<file path="src/rtl/counter_pkg.sv">
// Shared types and defaults for the counter command controller.
// Holds the opcode and FSM state encodings plus width defaults.
// Optional saturation feature is selected with COUNTER_CTRL_SAT_EN.
package counter_pkg;

    localparam int WIDTH_DEF  = 4;
    localparam int STEP_W_DEF = 4;

    typedef enum logic [1:0] {
        OP_LOAD  = 2'b00,
        OP_UP    = 2'b01,
        OP_DOWN  = 2'b10,
        OP_CLEAR = 2'b11
    } op_t;

    typedef enum logic [1:0] {
        ST_IDLE = 2'b00,
        ST_LOAD = 2'b01,
        ST_RUN  = 2'b10,
        ST_DONE = 2'b11
    } state_t;

    function automatic int max_w(input int a, input int b);
        return (a > b) ? a : b;
    endfunction

endpackage

</file>
<file path="src/rtl/counter_ctrl_if.sv">
// Command and counter-control bundle between a command issuer and counter_ctrl.
// Purely wiring: no latency of its own.
// Backpressure: cmd_ready_o from the controller gates cmd_valid_i; sat_o only with COUNTER_CTRL_SAT_EN.
interface counter_ctrl_if #(
    parameter int WIDTH  = counter_pkg::WIDTH_DEF,
    parameter int STEP_W = counter_pkg::STEP_W_DEF
);
    import counter_pkg::*;

    localparam int DW = max_w(WIDTH, STEP_W);

    logic          cmd_valid_i;
    logic          cmd_ready_o;
    logic [1:0]    cmd_op_i;
    logic [DW-1:0] cmd_data_i;
    logic          load_o;
    logic [WIDTH-1:0] load_data_o;
    logic          en_o;
    logic          up_dn_o;
    logic          busy_o;
    logic          done_o;
`ifdef COUNTER_CTRL_SAT_EN
    logic          sat_o;

    modport master (
        output cmd_valid_i, cmd_op_i, cmd_data_i,
        input  cmd_ready_o, load_o, load_data_o, en_o, up_dn_o, busy_o, done_o, sat_o
    );
    modport slave (
        input  cmd_valid_i, cmd_op_i, cmd_data_i,
        output cmd_ready_o, load_o, load_data_o, en_o, up_dn_o, busy_o, done_o, sat_o
    );
`else
    modport master (
        output cmd_valid_i, cmd_op_i, cmd_data_i,
        input  cmd_ready_o, load_o, load_data_o, en_o, up_dn_o, busy_o, done_o
    );
    modport slave (
        input  cmd_valid_i, cmd_op_i, cmd_data_i,
        output cmd_ready_o, load_o, load_data_o, en_o, up_dn_o, busy_o, done_o
    );
`endif

endinterface

</file>
<file path="src/rtl/counter_ctrl.sv">
// Command FSM driving an external counter's load/enable/direction (optional COUNTER_CTRL_SAT_EN saturation).
// Latency: accept-to-done 2 cycles for LOAD/CLEAR, N+1 cycles for UP/DOWN (1 cycle when N==0).
// Backpressure: cmd_ready_o is high only in IDLE; commands are sampled on the accept cycle only.
module counter_ctrl
    import counter_pkg::*;
#(
    parameter int WIDTH  = WIDTH_DEF,
    parameter int STEP_W = STEP_W_DEF
) (
    input  logic          clk_i,
    input  logic          rst_n_i,
    counter_ctrl_if.slave bus
);

    state_t            state, state_nxt;
    logic [STEP_W-1:0] cnt, cnt_nxt;
    logic [WIDTH-1:0]  load_data_q, load_data_nxt;
    logic              load_q, en_q, up_q, up_nxt, busy_q, done_q;
    op_t               op;
    logic [STEP_W-1:0] step;

`ifdef COUNTER_CTRL_SAT_EN
    logic [WIDTH-1:0]  shadow, shadow_nxt;
    logic              sat_q, sat_nxt;

    // True when one more step in the given direction would wrap the counter.
    function automatic logic at_edge(input logic [WIDTH-1:0] v, input logic up);
        return up ? (v == '1) : (v == '0);
    endfunction
`endif

    assign op   = op_t'(bus.cmd_op_i);
    assign step = bus.cmd_data_i[STEP_W-1:0];

    assign bus.cmd_ready_o = (state == ST_IDLE);
    assign bus.load_o      = load_q;
    assign bus.load_data_o = load_data_q;
    assign bus.en_o        = en_q;
    assign bus.up_dn_o     = up_q;
    assign bus.busy_o      = busy_q;
    assign bus.done_o      = done_q;

    // Next-state and next-register decode; outputs are registered from the next state.
    always_comb begin
        state_nxt     = state;
        cnt_nxt       = cnt;
        load_data_nxt = load_data_q;
        up_nxt        = up_q;
`ifdef COUNTER_CTRL_SAT_EN
        sat_nxt    = 1'b0;
        shadow_nxt = shadow;
        if (en_q) begin
            shadow_nxt = up_q ? shadow + WIDTH'(1) : shadow - WIDTH'(1);
        end
`endif
        case (state)
            ST_IDLE: begin
                if (bus.cmd_valid_i) begin
                    case (op)
                        OP_LOAD, OP_CLEAR: begin
                            state_nxt     = ST_LOAD;
                            load_data_nxt = (op == OP_LOAD) ? bus.cmd_data_i[WIDTH-1:0] : '0;
`ifdef COUNTER_CTRL_SAT_EN
                            shadow_nxt    = load_data_nxt;
`endif
                        end
                        default: begin
                            up_nxt  = (op == OP_UP);
                            cnt_nxt = step;
                            if (step == '0) begin
                                state_nxt = ST_DONE;
                            end
`ifdef COUNTER_CTRL_SAT_EN
                            else if (at_edge(shadow, up_nxt)) begin
                                state_nxt = ST_DONE;
                                sat_nxt   = 1'b1;
                            end
`endif
                            else begin
                                state_nxt = ST_RUN;
                            end
                        end
                    endcase
                end
            end
            ST_LOAD: state_nxt = ST_DONE;
            ST_RUN: begin
                cnt_nxt = cnt - STEP_W'(1);
                // The final requested step is in flight this cycle.
                if (cnt == STEP_W'(1)) begin
                    state_nxt = ST_DONE;
                end
`ifdef COUNTER_CTRL_SAT_EN
                else if (at_edge(shadow_nxt, up_q)) begin
                    state_nxt = ST_DONE;
                    sat_nxt   = 1'b1;
                end
`endif
            end
            default: state_nxt = ST_IDLE;
        endcase
    end

    // State, step counter and registered outputs.
    always_ff @(posedge clk_i or negedge rst_n_i) begin
        if (!rst_n_i) begin
            state       <= ST_IDLE;
            cnt         <= '0;
            load_q      <= 1'b0;
            load_data_q <= '0;
            en_q        <= 1'b0;
            up_q        <= 1'b1;
            busy_q      <= 1'b0;
            done_q      <= 1'b0;
        end else begin
            state       <= state_nxt;
            cnt         <= cnt_nxt;
            load_q      <= (state_nxt == ST_LOAD);
            load_data_q <= load_data_nxt;
            en_q        <= (state_nxt == ST_RUN);
            up_q        <= up_nxt;
            busy_q      <= (state_nxt != ST_IDLE);
            done_q      <= (state_nxt == ST_DONE);
        end
    end

`ifdef COUNTER_CTRL_SAT_EN
    assign bus.sat_o = sat_q;

    // Shadow copy of the downstream counter and the saturation flag.
    always_ff @(posedge clk_i or negedge rst_n_i) begin
        if (!rst_n_i) begin
            shadow <= '0;
            sat_q  <= 1'b0;
        end else begin
            shadow <= shadow_nxt;
            sat_q  <= sat_nxt;
        end
    end
`endif

endmodule
</file>
<file path="src/flat_wrapper.sv">
// flat-port wrapper written by rule: the top's interface ports become plain ports
module counter_ctrl_flat import counter_pkg::*;
#(
    parameter int WIDTH  = WIDTH_DEF,
    parameter int STEP_W = STEP_W_DEF
)
  (clk_i, rst_n_i, bus_cmd_valid_i, bus_cmd_op_i, bus_cmd_data_i, bus_cmd_ready_o, bus_load_o, bus_load_data_o, bus_en_o, bus_up_dn_o, bus_busy_o, bus_done_o);
  counter_ctrl_if #(.WIDTH(WIDTH), .STEP_W(STEP_W)) bus_i ();
  input  logic clk_i;
  input  logic rst_n_i;
  input wire logic [$bits(bus_i.cmd_valid_i)-1:0] bus_cmd_valid_i;
  input wire logic [$bits(bus_i.cmd_op_i)-1:0] bus_cmd_op_i;
  input wire logic [$bits(bus_i.cmd_data_i)-1:0] bus_cmd_data_i;
  output wire logic [$bits(bus_i.cmd_ready_o)-1:0] bus_cmd_ready_o;
  output wire logic [$bits(bus_i.load_o)-1:0] bus_load_o;
  output wire logic [$bits(bus_i.load_data_o)-1:0] bus_load_data_o;
  output wire logic [$bits(bus_i.en_o)-1:0] bus_en_o;
  output wire logic [$bits(bus_i.up_dn_o)-1:0] bus_up_dn_o;
  output wire logic [$bits(bus_i.busy_o)-1:0] bus_busy_o;
  output wire logic [$bits(bus_i.done_o)-1:0] bus_done_o;
  assign bus_i.cmd_valid_i = bus_cmd_valid_i;
  assign bus_i.cmd_op_i = bus_cmd_op_i;
  assign bus_i.cmd_data_i = bus_cmd_data_i;
  assign bus_cmd_ready_o = bus_i.cmd_ready_o;
  assign bus_load_o = bus_i.load_o;
  assign bus_load_data_o = bus_i.load_data_o;
  assign bus_en_o = bus_i.en_o;
  assign bus_up_dn_o = bus_i.up_dn_o;
  assign bus_busy_o = bus_i.busy_o;
  assign bus_done_o = bus_i.done_o;
  counter_ctrl #(.WIDTH(WIDTH), .STEP_W(STEP_W)) u_core (.clk_i(clk_i), .rst_n_i(rst_n_i), .bus(bus_i));
endmodule
</file>
<file path="config.mk">
export PLATFORM = sky130hd
export DESIGN_NAME = counter_ctrl_flat
export DESIGN_NICKNAME = d
export VERILOG_FILES = /design/src/rtl/counter_pkg.sv /design/src/rtl/counter_ctrl_if.sv /design/src/rtl/counter_ctrl.sv /design/src/flat_wrapper.sv
export SDC_FILE = /design/constraint.sdc
export NUM_CORES = 1
export LEC_CHECK = 0
export CORE_AREA = 2 2 43 60
export CTS_CLUSTER_SIZE = 40
export DETAILED_ROUTE_END_ITERATION = 10
export DIE_AREA = 0 0 45 62
export SYNTH_ARGS = -nofsm -noshare
export SYNTH_HDL_FRONTEND = slang
export SYNTH_SLANG_ARGS = --single-unit
</file>
<file path="constraint.sdc">
create_clock -name clk_i -period 4.8 [get_ports clk_i]
set_input_delay 0.48 -clock clk_i [delete_from_list [all_inputs] [get_ports clk_i]]
set_output_delay 0.48 -clock clk_i [all_outputs]
set_load 0.01 [all_outputs]
</file>
* Yosys cells after proc, flatten, opt, wreduce, memory -nomap -nowiden *
Cells that the tools add are included.

cells by class
  divide/modulo/power cells = 0
  shifts and indexed selects = 0
  reduce and logical (&&, ||, !) cells = 9
  order comparisons = 0
  eq/ne operators = 10
  multipliers = 0
  multiplexer cells = 9
  $add $sub $neg = 1
  bitwise logic cells = 1

operators by type and width
  kind                                                                 number
  4-bit 2-to-1 mux                                                     3
  3-bit AND reduction                                                  3
  2-bit == test (second input constant)                                4
  4-bit one-hot mux with 2 select lines                                1
  2-bit by 1-bit == test with 1-bit output (second input constant)     3
  2-bit 2-to-1 mux                                                     3
  2-bit one-hot mux with 3 select lines                                1
  4-bit by 1-bit == test with 1-bit output (second input constant)     1
  2-bit logical NOT                                                    2
  4-bit logical NOT                                                    1
  2-bit inequality test (second input constant)                        2
  2-bit nonzero test                                                   2
  4-bit by 1-bit subtractor with 4-bit output (second input constant)  1
  2-bit OR reduction                                                   1
  1-bit 2-to-1 mux                                                     1
  1-bit NOT                                                            1

storage, ports and cells
  input port bits = 9
  logic and storage cells = 38
  RAM bits = 0
  memories = 0
  memory bits (read-only) = 0
  bits in registers = 15
  latch bits = 0
  output and inout bits = 10

* Longest topological paths before layout *
Gate-level depths: netlist of the first run.

  depth after elaboration = 6
  depth in mapped cells = 6
  depth with buffers taken out = 5

* Least setup slack after synthesis of the first run *
Ideal clock, no wire load.

  path type = flip-flop to flip-flop
  start point = register u_core.state[0]
  end point = register u_core.cnt[0]
  cell stages (with the launch flop) = 7
  required time = 4674 ps
  buffers on the path = 1
  clock period less this slack = 1666 ps
  path slack = 3134 ps
  library setup time = 126 ps
  data arrival time = 1540 ps
  cells stage by stage = dfrtp_1 inv_1 ha_1 buf_4 nand3_1 and3_2 a311o_1

between the ends
  word-level cells in the longest chain between the ends = 3
  elaborated cells on any way between the ends = 7
  those cells by class = eq/ne: 3; mux: 1; reduce/logical: 3

RTL lines
  item                                                                                 RTL line             source
  start: declaration                                                                   counter_ctrl.sv:15   state_t state, state_nxt;
  start signal: assignment                                                             counter_ctrl.sv:116  state <= state_nxt;
  2-bit logical NOT *                                                                  -
  net bus_cmd_ready_o                                                                  flat_wrapper.sv:14   output wire logic [$bits(bus_i.cmd_ready_o)-1:0] bus_cmd_ready_o;
  2-bit inequality test (no source line) / 2-bit nonzero test (equally long branches)  -
  3-bit AND reduction (no source line)                                                 -
  end signal: assignment                                                               counter_ctrl.sv:117  cnt <= cnt_nxt;
  end: declaration                                                                     counter_ctrl.sv:16   logic [STEP_W-1:0] cnt, cnt_nxt;

The timed path passes the listed nets; every way through them passes the cells marked *.
A chain may end at the register's enable or synchronous reset.

* Worst setup path after layout of the first run *
  start point = register u_core.state[0]
  end point = output port bus_cmd_ready_o

between the ends
  word-level cells in the longest chain between the ends = 1

RTL lines
  item               RTL line            source
  2-bit logical NOT  counter_ctrl.sv:35  assign bus.cmd_ready_o = (state == ST_IDLE);
  end: declaration   flat_wrapper.sv:14

Every way passes these cells.

==> results of run 1 <==
[worst paths after layout]
kind                                                              end  slack (ns)  depth (start not counted)
worst max-delay path                                  bus_cmd_ready_o        2.44                          3
worst max register to register              u_core.cnt[0]$_DFFE_PN0P_        2.93                          5
worst min-delay path            u_core.bus.load_data_o[3]$_DFFE_PN0P_        0.49                          2
max in group asynchronous                 u_core.bus.done_o$_DFF_PN0_        3.75                          1
worst min register to register  u_core.bus.load_data_o[3]$_DFFE_PN0P_        0.49                          2
min in group asynchronous       u_core.bus.load_data_o[0]$_DFFE_PN0P_        0.61                          1
[area by class of cell]
type	count	share of cell area, %
Clock buffer	4	2.45
Timing Repair Buffer	18	16.8
Inverter	7	2.45
Multi-Input combinational cell	56	40.4
Tap cell	23	2.69
Sequential cell	15	35.2
[cells by family (layout without fill, tap and decap cells)]
logic type,Yosys count,in the layout
and+or+nand+nor,23,23
AOI/OAI and AO/OA,22,22
DFF,15,15
buffers and inverters,9,29
adders and majority gates,8,8
muxes,3,3
[sequential cells by signal, summed over array words and instances (netlist names)]
name	count
u_core.bus.en_o	1
u_core.bus.load_o	1
u_core.bus.done_o	1
u_core.bus.busy_o	1
u_core.bus.load_data_o	4
u_core.state	2
u_core.cnt	4
u_core.bus.up_dn_o	1
[synth_stat cells]
| library cell | instances |
|---|---|
| a2111oi_2 | 1 |
| a211o_1 | 1 |
| a211oi_1 | 3 |
| a211oi_4 | 1 |
| a21o_1 | 1 |
| a21oi_1 | 3 |
| a22o_1 | 1 |
| a2bb2oi_1 | 1 |
| a311o_1 | 1 |
| a31oi_1 | 1 |
| and3_2 | 1 |
| and4b_1 | 1 |
| and4bb_2 | 1 |
| buf_4 | 1 |
| buf_6 | 1 |
| dfrtp_1 | 14 |
| dfstp_2 | 1 |
| ha_1 | 8 |
| inv_1 | 7 |
| mux2_2 | 2 |
| mux2i_1 | 1 |
| nand2_1 | 11 |
| nand2b_1 | 2 |
| nand3_1 | 2 |
| nand3b_1 | 1 |
| nand4_1 | 1 |
| nor2_1 | 1 |
| nor4_1 | 1 |
| o21ai_0 | 6 |
| o221ai_1 | 1 |
| o2bb2a_1 | 1 |
| or3_4 | 1 |
[per-stage QoR]
stage	worst slack [ns]	std cells	util [%]
6_report	2.44	123	46.3
5_1_grt	2.32	123	46.3
4_1_cts	2.43	123	46.3
3_5_place_dp	2.61	119	45.2
3_3_place_gp	2.60	119	45.2
2_1_floorplan	3.13	80	-
[tightest hold or removal path, delay by kind of cell, from the launching register on]
| kind | cells | cell delay, ns |
|---|---|---|
| AO/OA/AOI/OAI | 1 | 0.06 |
| flip-flops | 1 | 0.35 |
| AND/OR/NAND/NOR | 1 | 0.04 |
[per-layer routing]
layer	track usage (%)	vias up	routed length, um
met2	28.0	20	926
met5	0	-	0
met4	8.82	0	45
met1	17.9	316	727
met3	4.05	4	121
li1	-	329	-
[power by group]
group	switching (W)	internal, W	total, W
clock network	0.0000420	0.0000323	0.0000743
logic	0.000178	0.000185	0.000363
registers	0.0000405	0.000187	0.000227
total	0.000261	0.000404	0.000665
==> results.cfg, run 1 <==
[yosys]
synth_seq_area_share_pct = 44.1
yosysTopAreaCellShare_pct = 41.0
synth_fa_ha_area_share_pct = 11.7
synth-compound-area-share_pct = 20.1
syn_inst = 80
yosys.area_share.simple_pct = 15.1
synth_fp_nets = 97
syn_avg_cell_area_sq_um = 10.7
synth_xor_area_share_pct = 0
ys_types = 32
synth_top_family_by_area = compound AO/OA/AOI/OAI gates
yosysWarnings = 0
yosysTopAreaCell = dfrtp_1
syn_area_sq_um = 855
muxShareOfSynthArea_pct = 3.81
ys_seq_elements = 15
synthTopCellsByArea = dfrtp_1 41%, ha_1 12%, nand2_1 4.8%

[finish]
stdcell_area_sq_um = 1070
final_common_cell = clkdlybuf4s50_1
nets = 118
fillers = 234
diodes = 0
layout_common_cells = 18 x clkdlybuf4s50_1, 14 x dfrtp_1, 11 x nand2_1
layout-drive-gt1-share_pct = 11.0
area_growth_pct = 25.3
multi_input_area_sq_um = 433
seq_area_sq_um = 377

[placed_design]
dpl_cell_area_sq_um = 1040
detailed_place_hpwl_um = 1410
io_buffers = 18
place_congestion = 0.700

[critical_path]
worstPathArrival_ns = 1.88
crit_path_end_kind = output pin
cp-startpoint = u_core.state[0]$_DFF_PN0_
crit_required_ns = 4.32
crit_type = reg -> out
critPathTopFamily = buffers and inverters
r2r_start = u_core.state[0]$_DFF_PN0_
cp_max_fo = 12
path_cells = inv_1 > ha_1 > clkdlybuf4s50_1
startpoint_type = flop
critPathMaxStageDelay_ns = 0.62
critPathBufInv = 2
slowest_stage = clkdlybuf4s50_1

[clock_tree]
cts_repair_resize_count = 0
cts_setup_buffers = 0
hold_buffers = 0
path_clk_slew_ns = 0.09
cts_sinks = 15
clock_path_buffers = 2
cts_buffers = 3
htreeDepth = 1
cts_tree = built
worst_skew_pair.late_latency_ns = 0.29
cts-root-buf = clkbuf_4

[floorplanning]
die_h_um = 62
die-area_sq_um = 2790
core.rowCount = 21
start_util_pct = 37.0
io_pins = 19
core-area_sq_um = 2310
die_w_um = 45

[global_routing]
grt_remaining_overflow = 0
first_global_vias = 704
grt_pass1_wl_um = 3150
grt_max_degree = 16
grtUsageTotal_pct = 16.2
antenna_found_initial = 0

[route]
post-route-drc-count = 0
postRouteAntennaNets = 0
drtIter0Drc = 12
vias = 669
via_per_inst = 5.44
wirelength_um = 1820
first_pass_iters = 4
wl_per_cell_um = 14.8

[worst_hold_path]
worst_hold_path_type = reg -> reg
min_from = u_core.bus.load_data_o[3]$_DFFE_PN0P_

[run_status]
status = finished, final reports clean

[sta]
setup_violations = 0
rsz0062_at_grt = no
holdWs_ns = 0.486
clock_skew_ns = 0.00190
post-route-period-util_pct = 49.2
max_freq_mhz = 423
period_minus_slack_ns = 2.36
finalHoldViolCount = 0
maxSlewHeadroom_pct = 53.0
drv_slew = 0
finalSetupTns_ns = 0
worstMarginPinSlew_ns = 0.703

[pwr]
p_total_w = 0.000665
powerDensity_nw_per_um2 = 621
ir_drop_uv = 323
leakagePower_nw = 0.476

[job]
drv_cap = 0
(Power assumes the default switching activity.)
==> run 2: changes to the inputs <==
Settings changed: PLACE_DENSITY from default to 0.65.
Clock period 4.8 ns to 2 ns, I/O delays scaled along.
==> run 2 against run 1 <==
  * Sequential share of layout area is 0.76 points lower
  * Flip-flop and latch count unchanged
  * Largest cell class unchanged
  * Non-clock buffer count grew 1
  * Critical path depth is the same
  * First-iteration DRC count shrank 42%
  * Final cell count up 0.81%
  * Hold slack worse by 0.17 ns
  * Clock skew rose by 0.0076 ns
  * Combinational power increased to 2.6 times the previous value
==> results.cfg, run 2 (same netlist as run 1, synthesis figures left out) <==
[placed_design]
place_congestion = 0.726
dpl_cell_area_sq_um = 1050
detailed_place_hpwl_um = 1380
pre_cts_ws_ns = 0.0805
io_buffers = 18

[critical_path]
r2r_start = u_core.state[0]$_DFF_PN0_
startpoint_type = flop
rr_worst_depth = 5
critPathBufInv = 2
worstPathArrival_ns = 1.69
path_depth = 3
crit_path_end_kind = output pin
cp-startpoint = u_core.state[0]$_DFF_PN0_
ff2ff_setup_slack_ns = 0.20
crit_required_ns = 1.80
critPathMaxStageDelay_ns = 0.55
crit_type = reg -> out
critPathTopFamily = buffers and inverters
path_cells = inv_1 > ha_4 > clkdlybuf4s50_1
crit_path_end = bus_cmd_ready_o
reg2reg_to = u_core.bus.en_o$_DFF_PN0_
cp_max_fo = 12
slowest_stage = clkdlybuf4s50_1

[global_routing]
grt_pass1_wl_um = 3020
grt_remaining_overflow = 0
first_global_vias = 710
grtUsageTotal_pct = 14.7
antenna_found_initial = 0
grt_max_degree = 16

[clock_tree]
clock_path_buffers = 2
cts_sinks = 15
cts_buffers = 3
path_clk_slew_ns = 0.10
cts-root-buf = clkbuf_4
hold_buffers = 0
cts_setup_buffers = 0
worst_skew_pair.late_latency_ns = 0.29
cts_tree = built
htreeDepth = 1

[floorplanning]
die_w_um = 45
die-area_sq_um = 2790
die_h_um = 62
core-area_sq_um = 2310
start_util_pct = 37.0
io_pins = 19
core.rowCount = 21

[pwr]
powerDensity_nw_per_um2 = 1510
ir_drop_uv = 757
leakagePower_nw = 0.480

[finish]
nets = 119
final_common_cell = clkdlybuf4s50_1
stdcell_area_sq_um = 1090
diodes = 0
layout_common_cells = 18 x clkdlybuf4s50_1, 14 x dfrtp_1, 11 x nand2_1
area_growth_pct = 28.1
layout-drive-gt1-share_pct = 13.9

[route]
met3_length_um = 61
first_pass_iters = 2
post-route-drc-count = 0
top_layer_used = met4
vias = 670
met1Wirelength_um = 754
wl_met2_um = 918
postRouteAntennaNets = 0
wirelength_um = 1780
wl_per_cell_um = 14.3
via_per_inst = 5.40
drtIter0Drc = 7

[sta]
finalHoldViolCount = 0
worstMarginPinSlew_ns = 0.683
setup_violations = 0
post-route-period-util_pct = 94.7
maxSlewHeadroom_pct = 54.4
max_freq_mhz = 528
setup_ws_ns = 0.106
drv_slew = 0
period_minus_slack_ns = 1.89
rsz0062_at_grt = no
finalSetupTns_ns = 0
clock_skew_ns = 0.00947

[run_status]
status = finished, final reports clean

[worst_hold_path]
worst_hold_path_type = in -> async

[job]
drv_cap = 0
## run 2: report_power, final
part           switching [W]  internal, W  leakage, nW
Clock               0.000108    0.0000761       0.0139
Combinational       0.000443     0.000484        0.280
Sequential         0.0000989     0.000449        0.186
Total               0.000649      0.00101        0.480
## run 2: layer usage
layer	vias up	global-route usage, %
met5	-	0
met4	0	6.72
met1	316	17.5
met3	6	1.73
met2	15	25.9
li1	333	-
## run 2: through the flow
stage	power (W)	std cells	hold WS, ns	utilization, %
6_report	0.00166	124	0.312	47.3
5_1_grt	0.00181	124	0.370	47.3
3_3_place_gp	0.00141	120	0.460	45.5
3_5_place_dp	0.00145	120	0.480	45.5
2_1_floorplan	0.00114	80	-0.0956	-
4_1_cts	0.00165	124	0.335	46.9
## run 2: worst min-delay path by stage
stage	from	end	slack (ns)	cells after the start
floorplan	rst_n_i	u_core.bus.busy_o$_DFF_PN0_	-0.1	0
global placement	u_core.bus.load_data_o[0]$_DFFE_PN0P_	u_core.bus.load_data_o[0]$_DFFE_PN0P_	0.46	2
detailed placement	u_core.bus.load_data_o[1]$_DFFE_PN0P_	u_core.bus.load_data_o[1]$_DFFE_PN0P_	0.48	2
CTS	rst_n_i	u_core.bus.load_o$_DFF_PN0_	0.34	1
global route	rst_n_i	u_core.bus.load_o$_DFF_PN0_	0.37	1
finish	rst_n_i	u_core.state[1]$_DFF_PN0_	0.31	1
## run 2: timing repair
action                                  CTS  global route
cloned                                    0             0
resized for setup                         1             1
endpoints found under the setup margin    1             1
pin swaps                                 0             0
## run 2: layout make-up
cell class | instances | area, sq um
Clock buffer | 3 | 22.5
Clock inverter | 1 | 7.51
Fill cell | 240 | 1220
Inverter | 7 | 26.3
Multi-Input combinational cell | 56 | 445
Sequential cell | 15 | 377
Tap cell | 23 | 28.8
Timing Repair Buffer | 19 | 188
